<file path="src/rtl/prime_gen_if.sv">
// Stream and control bundle for prime_gen: scan request, bounds, prime stream and status.
// The requester uses the master modport and prime_gen uses the slave modport.
interface prime_gen_if;
    logic       start;
    logic [7:0] lo;
    logic [7:0] hi;
    logic [7:0] prime_out;
    logic       prime_valid;
    logic       prime_ready;
    logic       busy;
    logic       done;
    logic [5:0] count;

    modport master (
        output start, lo, hi, prime_ready,
        input  prime_out, prime_valid, busy, done, count
    );

    modport slave (
        input  start, lo, hi, prime_ready,
        output prime_out, prime_valid, busy, done, count
    );
endinterface

</file>
<file path="src/rtl/prime_gen.sv">
// Streams every prime in [lo, hi] in ascending order, found by trial division using repeated subtraction.
// Define PRIME_GEN_SQRT_EN to end the divisor loop once d*d > candidate instead of at d = candidate.
module prime_gen (
    input  logic        clk,
    input  logic        rst,
    prime_gen_if.slave  bus
);

    typedef enum logic [2:0] {IDLE, LOAD, DIV, EMIT, FIN} state_t;

    state_t     state_q, state_d;
    logic [8:0] cand_q, cand_d;
    logic [7:0] hi_q, hi_d;
    logic [8:0] div_q, div_d;
    logic [8:0] rem_q, rem_d;
    logic [7:0] prime_q, prime_d;
    logic [5:0] count_q, count_d;
    logic       div_exhausted;

`ifdef PRIME_GEN_SQRT_EN
    logic [15:0] div_sq;
    assign div_sq        = {7'd0, div_q} * {7'd0, div_q};
    assign div_exhausted = div_sq > {7'd0, cand_q};
`else
    assign div_exhausted = (div_q == cand_q);
`endif

    always_ff @(posedge clk) begin
        if (rst) begin
            state_q <= IDLE;
            cand_q  <= '0;
            hi_q    <= '0;
            div_q   <= '0;
            rem_q   <= '0;
            prime_q <= '0;
            count_q <= '0;
        end else begin
            state_q <= state_d;
            cand_q  <= cand_d;
            hi_q    <= hi_d;
            div_q   <= div_d;
            rem_q   <= rem_d;
            prime_q <= prime_d;
            count_q <= count_d;
        end
    end

    always_comb begin
        state_d = state_q;
        cand_d  = cand_q;
        hi_d    = hi_q;
        div_d   = div_q;
        rem_d   = rem_q;
        prime_d = prime_q;
        count_d = count_q;

        case (state_q)
            IDLE: begin
                if (bus.start) begin
                    cand_d  = {1'b0, bus.lo};
                    hi_d    = bus.hi;
                    count_d = '0;
                    state_d = LOAD;
                end
            end
            LOAD: begin
                // The 9-bit candidate lets 256 exceed hi = 255 instead of wrapping to 0.
                if (cand_q > {1'b0, hi_q}) begin
                    state_d = FIN;
                end else if (cand_q < 9'd2) begin
                    cand_d = cand_q + 9'd1;
                end else begin
                    div_d   = 9'd2;
                    rem_d   = cand_q;
                    state_d = DIV;
                end
            end
            DIV: begin
                if (div_exhausted) begin
                    prime_d = cand_q[7:0];
                    state_d = EMIT;
                end else if (rem_q == 9'd0) begin
                    cand_d  = cand_q + 9'd1;
                    state_d = LOAD;
                end else if (rem_q < div_q) begin
                    div_d = div_q + 9'd1;
                    rem_d = cand_q;
                end else begin
                    rem_d = rem_q - div_q;
                end
            end
            EMIT: begin
                if (bus.prime_ready) begin
                    count_d = count_q + 6'd1;
                    cand_d  = cand_q + 9'd1;
                    state_d = LOAD;
                end
            end
            FIN: begin
                state_d = IDLE;
            end
            default: begin
                state_d = IDLE;
            end
        endcase
    end

    assign bus.prime_out   = prime_q;
    assign bus.prime_valid = (state_q == EMIT);
    assign bus.done        = (state_q == FIN);
    assign bus.busy        = (state_q != IDLE);
    assign bus.count       = count_q;

endmodule

</file>
<file path="src/flat_wrapper.sv">
// flat-port wrapper written by rule: the top's interface ports become plain ports
module prime_gen_flat 
  (clk, rst, bus_start, bus_lo, bus_hi, bus_prime_ready, bus_prime_out, bus_prime_valid, bus_busy, bus_done, bus_count);
  prime_gen_if bus_i ();
  input  logic clk;
  input  logic rst;
  input wire logic [$bits(bus_i.start)-1:0] bus_start;
  input wire logic [$bits(bus_i.lo)-1:0] bus_lo;
  input wire logic [$bits(bus_i.hi)-1:0] bus_hi;
  input wire logic [$bits(bus_i.prime_ready)-1:0] bus_prime_ready;
  output wire logic [$bits(bus_i.prime_out)-1:0] bus_prime_out;
  output wire logic [$bits(bus_i.prime_valid)-1:0] bus_prime_valid;
  output wire logic [$bits(bus_i.busy)-1:0] bus_busy;
  output wire logic [$bits(bus_i.done)-1:0] bus_done;
  output wire logic [$bits(bus_i.count)-1:0] bus_count;
  assign bus_i.start = bus_start;
  assign bus_i.lo = bus_lo;
  assign bus_i.hi = bus_hi;
  assign bus_i.prime_ready = bus_prime_ready;
  assign bus_prime_out = bus_i.prime_out;
  assign bus_prime_valid = bus_i.prime_valid;
  assign bus_busy = bus_i.busy;
  assign bus_done = bus_i.done;
  assign bus_count = bus_i.count;
  prime_gen u_core (.clk(clk), .rst(rst), .bus(bus_i));
endmodule
</file>
<file path="config.mk">
export PLATFORM = sky130hd
export DESIGN_NAME = prime_gen_flat
export DESIGN_NICKNAME = d
export VERILOG_FILES = /design/src/rtl/prime_gen_if.sv /design/src/rtl/prime_gen.sv /design/src/flat_wrapper.sv
export SDC_FILE = /design/constraint.sdc
export NUM_CORES = 1
export LEC_CHECK = 0
export BUFFER_PORTS_ARGS = -buffer_cell sky130_fd_sc_hd__buf_2
export CORE_UTILIZATION = 50
export CTS_CLUSTER_SIZE = 10
export DETAILED_ROUTE_END_ITERATION = 8
export PLACE_DENSITY_LB_ADDON = 0.15
export SKIP_CTS_REPAIR_TIMING = 1
export SLEW_MARGIN = 20
export SYNTH_ARGS = -nofsm -noshare
export SYNTH_HDL_FRONTEND = slang
export SYNTH_SLANG_ARGS = --single-unit
</file>
<file path="constraint.sdc">
create_clock -name clk -period 3.5 [get_ports clk]
set_clock_uncertainty 0.15 [all_clocks]
set_input_delay 0 -clock clk [delete_from_list [all_inputs] [get_ports clk]]
set_output_delay 0 -clock clk [all_outputs]
set_load 0.005 [all_outputs]
</file>
==> impl_metrics.env <==
export IMPL_run_status="finished with violations"
export IMPL_failed_checks="negative hold slack"
export IMPL_worst_r2r_setup_slack_ns=0.58
export IMPL_final_min_clock_period_ns=2.92
export IMPL_seq_power_share_pct=26.3
export IMPL_max_freq_mhz=343
export IMPL_n_fill_cell=577
export IMPL_switching_share_pct=47.0
export IMPL_vias=3152
export IMPL_diodes=0
export IMPL_worstReg2RegEnd="u_core.div_q[5]$_SDFFE_PP0P_"
export IMPL_layout_common_cells="52 x sky130_fd_sc_hd__dfxtp_1, 47 x sky130_fd_sc_hd__nand2_1, 39 x sky130_fd_sc_hd__nor2_1"
export IMPL_area_of_all_sequential_standard_cells_um2=1040
export IMPL_fp_dieW_um=83.8
export IMPL_mappedNetlistNets=451
export IMPL_complex_gate_fraction_of_the_synthesized_area_pct=22.7
export IMPL_globalRouteTotalUtil_pct=25.1
export IMPL_required_time_at_the_endpoint_of_the_critical_path_ns=3.57
export IMPL_power_density_nw_per_um2=851
export IMPL_worst_path_max_delay_cell="sky130_fd_sc_hd__or4_4"
export IMPL_wire_length_per_cell_after_detailed_routing_um=16.2
export IMPL_drt_pre_antenna_iters=5
export IMPL_drc_errors=0
export IMPL_crit_arrival_ns=2.99
export IMPL_synthSimpleGateAreaFrac_pct=24.0
export IMPL_critical_path_max_stage_delay_ns=0.58
export IMPL_crit_path_start_kind="flip-flop"
export IMPL_worst_setup_hold_path_clk_slew_ns=0.10
export IMPL_cts_root_buf="sky130_fd_sc_hd__clkbuf_8"
export IMPL_ys_async_sr_fraction_pct=0
export IMPL_pin_count_of_the_biggest_net_entering_global_routing=30
export IMPL_timing_hold_worst_class="primary input to flip-flop"
export IMPL_first_global_vias=2882
export IMPL_power_report_internal_total_mw=1.74
export IMPL_r2r_start="u_core.div_q[6]$_SDFFE_PP0P_"
export IMPL_initial_core_util_pct=52.4
export IMPL_power_leakage_nw=1.51
export IMPL_drt_iter0_drc=285
export IMPL_timing_reg2reg_worst_path_depth=8
export IMPL_number_of_hold_slack_violations_in_the_final_timing_report=1
export IMPL_nNetsFinal=497
export IMPL_setup_viol_count_final=0
export IMPL_crit_fanout=14
export IMPL_critical_path_class="flip-flop to flip-flop"
export IMPL_rsz0062_at_grt="no"
export IMPL_antenna_found_initial=0
export IMPL_power_net_switching_mw=1.54
export IMPL_timing_hold_worst_start="bus_prime_ready"
export IMPL_layout_commonest_cell="sky130_fd_sc_hd__dfxtp_1"
export IMPL_die_h_um=83.8
export IMPL_synth_adder_area_share_pct=8.08
export IMPL_cp_top_family="simple AND/OR/NAND/NOR gates"
export IMPL_dp_hpwl_mm=6.32
export IMPL_numClockSinks=52
export IMPL_wirelength_mm=8.66
export IMPL_power_share_combinational_pct=62.3
export IMPL_post_synth_xor_area_fraction_pct=4.98
export IMPL_synth_seq_area_share_pct=31.1
export IMPL_max_slew_margin_rel_pct=37.4
export IMPL_buffer_ports_inserted=36
export IMPL_boundaryPins=37
export IMPL_final_worst_path_cycle_share_pct=83.3
export IMPL_tritoncts_clock_tree="yes"
export IMPL_antenna_violating_nets_post_route=0
export IMPL_htree_num_levels=2
export IMPL_core_area_um2=6390
export IMPL_max_cap_violations=0
export IMPL_yosysWarningCount=0
export IMPL_yosys_register_bits=52
export IMPL_timing_critical_path_to_type="flip-flop"
export IMPL_synth_cell_types=61
export IMPL_dominant_combinational_cell_family_by_area_after_synthesis="simple AND/OR/NAND/NOR gates"
export IMPL_clock_tree_buffer_depth=2
export IMPL_synth_edff_count=0
export IMPL_synth_main_ff_cell="sky130_fd_sc_hd__dfxtp_1"
export IMPL_max_vdd_ir_drop_uv=399
export IMPL_area_delta_synth_final_pct=15.2
export IMPL_min_to="u_core.bus.count[0]$_SDFFE_PP0P_"
export IMPL_syn_inst=410
export IMPL_grt_first_pass_wirelength_mm=14.3
export IMPL_min_delay_path_depth=5
export IMPL_globalplace_congestion=0.888
export IMPL_timing_max_transition_violations_final=0
export IMPL_setup_worst_path_start="u_core.div_q[6]$_SDFFE_PP0P_"
export IMPL_syn_avg_cell_area_um2=8.15
export IMPL_multi_input_area_um2=2110
export IMPL_syn_area_um2=3340
export IMPL_fin_tns_setup_ns=0
export IMPL_dieArea_um2=7020
export IMPL_power_frac_clock_pct=11.4
export IMPL_fin_worst_hold_slack_ns=-0.0584
export IMPL_avg_vias_per_cell=5.90
export IMPL_clkLatencyLatePin_ns=0.32
export IMPL_crit_chain="inv_1, ha_1, a21o_1, a211oi_1, nor2_1, or2_2, or4_4, o41ai_2"
export IMPL_placement_rows=29
export IMPL_final_layout_size_suffix_gt1_share_pct=15.8
export IMPL_muxShareOfSynthArea_pct=3.29
export IMPL_critical_path_n_buffers_inverters=1
export IMPL_tritoncts_num_buffers=5
export IMPL_global_route_overflow_total=0
export IMPL_tightest_slew_ns=0.935
export IMPL_path_depth=8
[power groups by stage]
stage	Clock (mW)	Sequential (mW)	Combinational, mW
floorplan	0	0.814	1.58
global placement	0	0.869	1.97
detailed placement	0	0.871	2.00
CTS	0.382	0.858	2.01
global route	0.403	0.881	2.28
finish	0.373	0.861	2.04
[worst reg2reg max path: cells and delay by family, from the launching register on]
family                   cells  cell delay (ns)
AND/OR/NAND/NOR              3             1.15
buffers and inverters        1             0.07
adder cells (fa/ha/maj)      1             0.36
AO/OA/AOI/OAI                3             0.67
flip-flops                   1             0.43
[area by class of cell]
cell class | count | share of cell area [%]
well taps | 77 | 2.50
clock buffers | 7 | 2.24
inverters | 25 | 2.44
repair buffers | 62 | 10.7
multi-input cells | 310 | 54.9
clock inverters | 1 | 0.195
flip-flops and latches | 52 | 27.0
[kinds of logic after synthesis]
kind of cell               count (synthesis)
adders and majority gates                 21
buffers and inverters                     48
AOI/OAI and AO/OA                        101
muxes                                     11
DFF                                       52
and+or+nand+nor                          158
xor gates and xnor gates                  19
[registers in the layout, summed over array words and instances (netlist names)]
| signal | flops |
|---|---|
| u_core.cand_q | 9 |
| u_core.div_q | 9 |
| u_core.rem_q | 9 |
| u_core.bus.prime_out | 8 |
| u_core.hi_q | 8 |
| u_core.bus.count | 6 |
| u_core.state_q | 3 |
[cells in the mapped netlist (all sizes together), types with 2 or more instances]
cell     count  share of area [%]
clkbuf      16                1.8
and3         5               0.94
nand2b       7                1.3
nor3b        4               0.90
a22oi        2               0.45
o21ai       13                1.9
buf          7                1.2
o41ai        2               0.97
dfxtp       52                 31
nand4        4               0.75
a311oi       6                1.6
nand3b       6                1.3
o31ai       10                2.2
nand2       47                5.3
a2111oi      3                1.3
nor4         7                1.3
nor3         8                1.2
xnor2       14                3.7
or3          2               0.37
or4          4                1.1
nor2b        4               0.75
a22o         2               0.52
nor2        39                4.4
o311ai       3               0.79
xor2         5                1.3
nand3       12                1.8
inv         25                2.8
ha          20                7.5
a31o         4                1.0
a211oi       8                2.1
a21o         4               0.90
a21oi       27                4.0
mux2i       11                3.3
and2         2               0.37
o21a         4                1.1
a311o        4                1.2
and4b        2               0.71
o211ai       2               0.45
[worst max-delay path by stage]
stage / end / slack (ns)
after floorplan: u_core.div_q[5]$_SDFFE_PP0P_ / 0.95
after global placement: u_core.cand_q[7]$_SDFFE_PP0P_ / 0.64
after detailed placement: u_core.cand_q[7]$_SDFFE_PP0P_ / 0.60
after CTS: u_core.div_q[5]$_SDFFE_PP0P_ / 0.58
after global routing: u_core.rem_q[1]$_SDFFE_PP0P_ / 0.38
final: u_core.div_q[5]$_SDFFE_PP0P_ / 0.58
[per-stage QoR]
stage          total power [mW]  worst slack [ns]  utilization [%]  instance area (µm²)  std cells
6_report                   3.28             0.583             60.3                 3850        534
3_3_place_gp               2.84             0.640             56.6                 3620        512
2_1_floorplan              2.39             0.954                -                 3340        410
4_1_cts                    3.25             0.582             58.1                 3710        520
5_1_grt                    3.56             0.385             60.3                 3850        534
3_5_place_dp               2.87             0.603             56.6                 3620        512
[layer usage]
| layer | up-vias | track usage, % | share of wire, % |
|---|---|---|---|
| met5 | - | 0 | 0 |
| met4 | 0 | 7.40 | 1.0 |
| met3 | 6 | 3.36 | 4.4 |
| met2 | 81 | 38.6 | 45 |
| met1 | 1490 | 36.4 | 50 |
| li1 | 1575 | - | - |
Note: power is estimated with default switching activity, not from simulation.
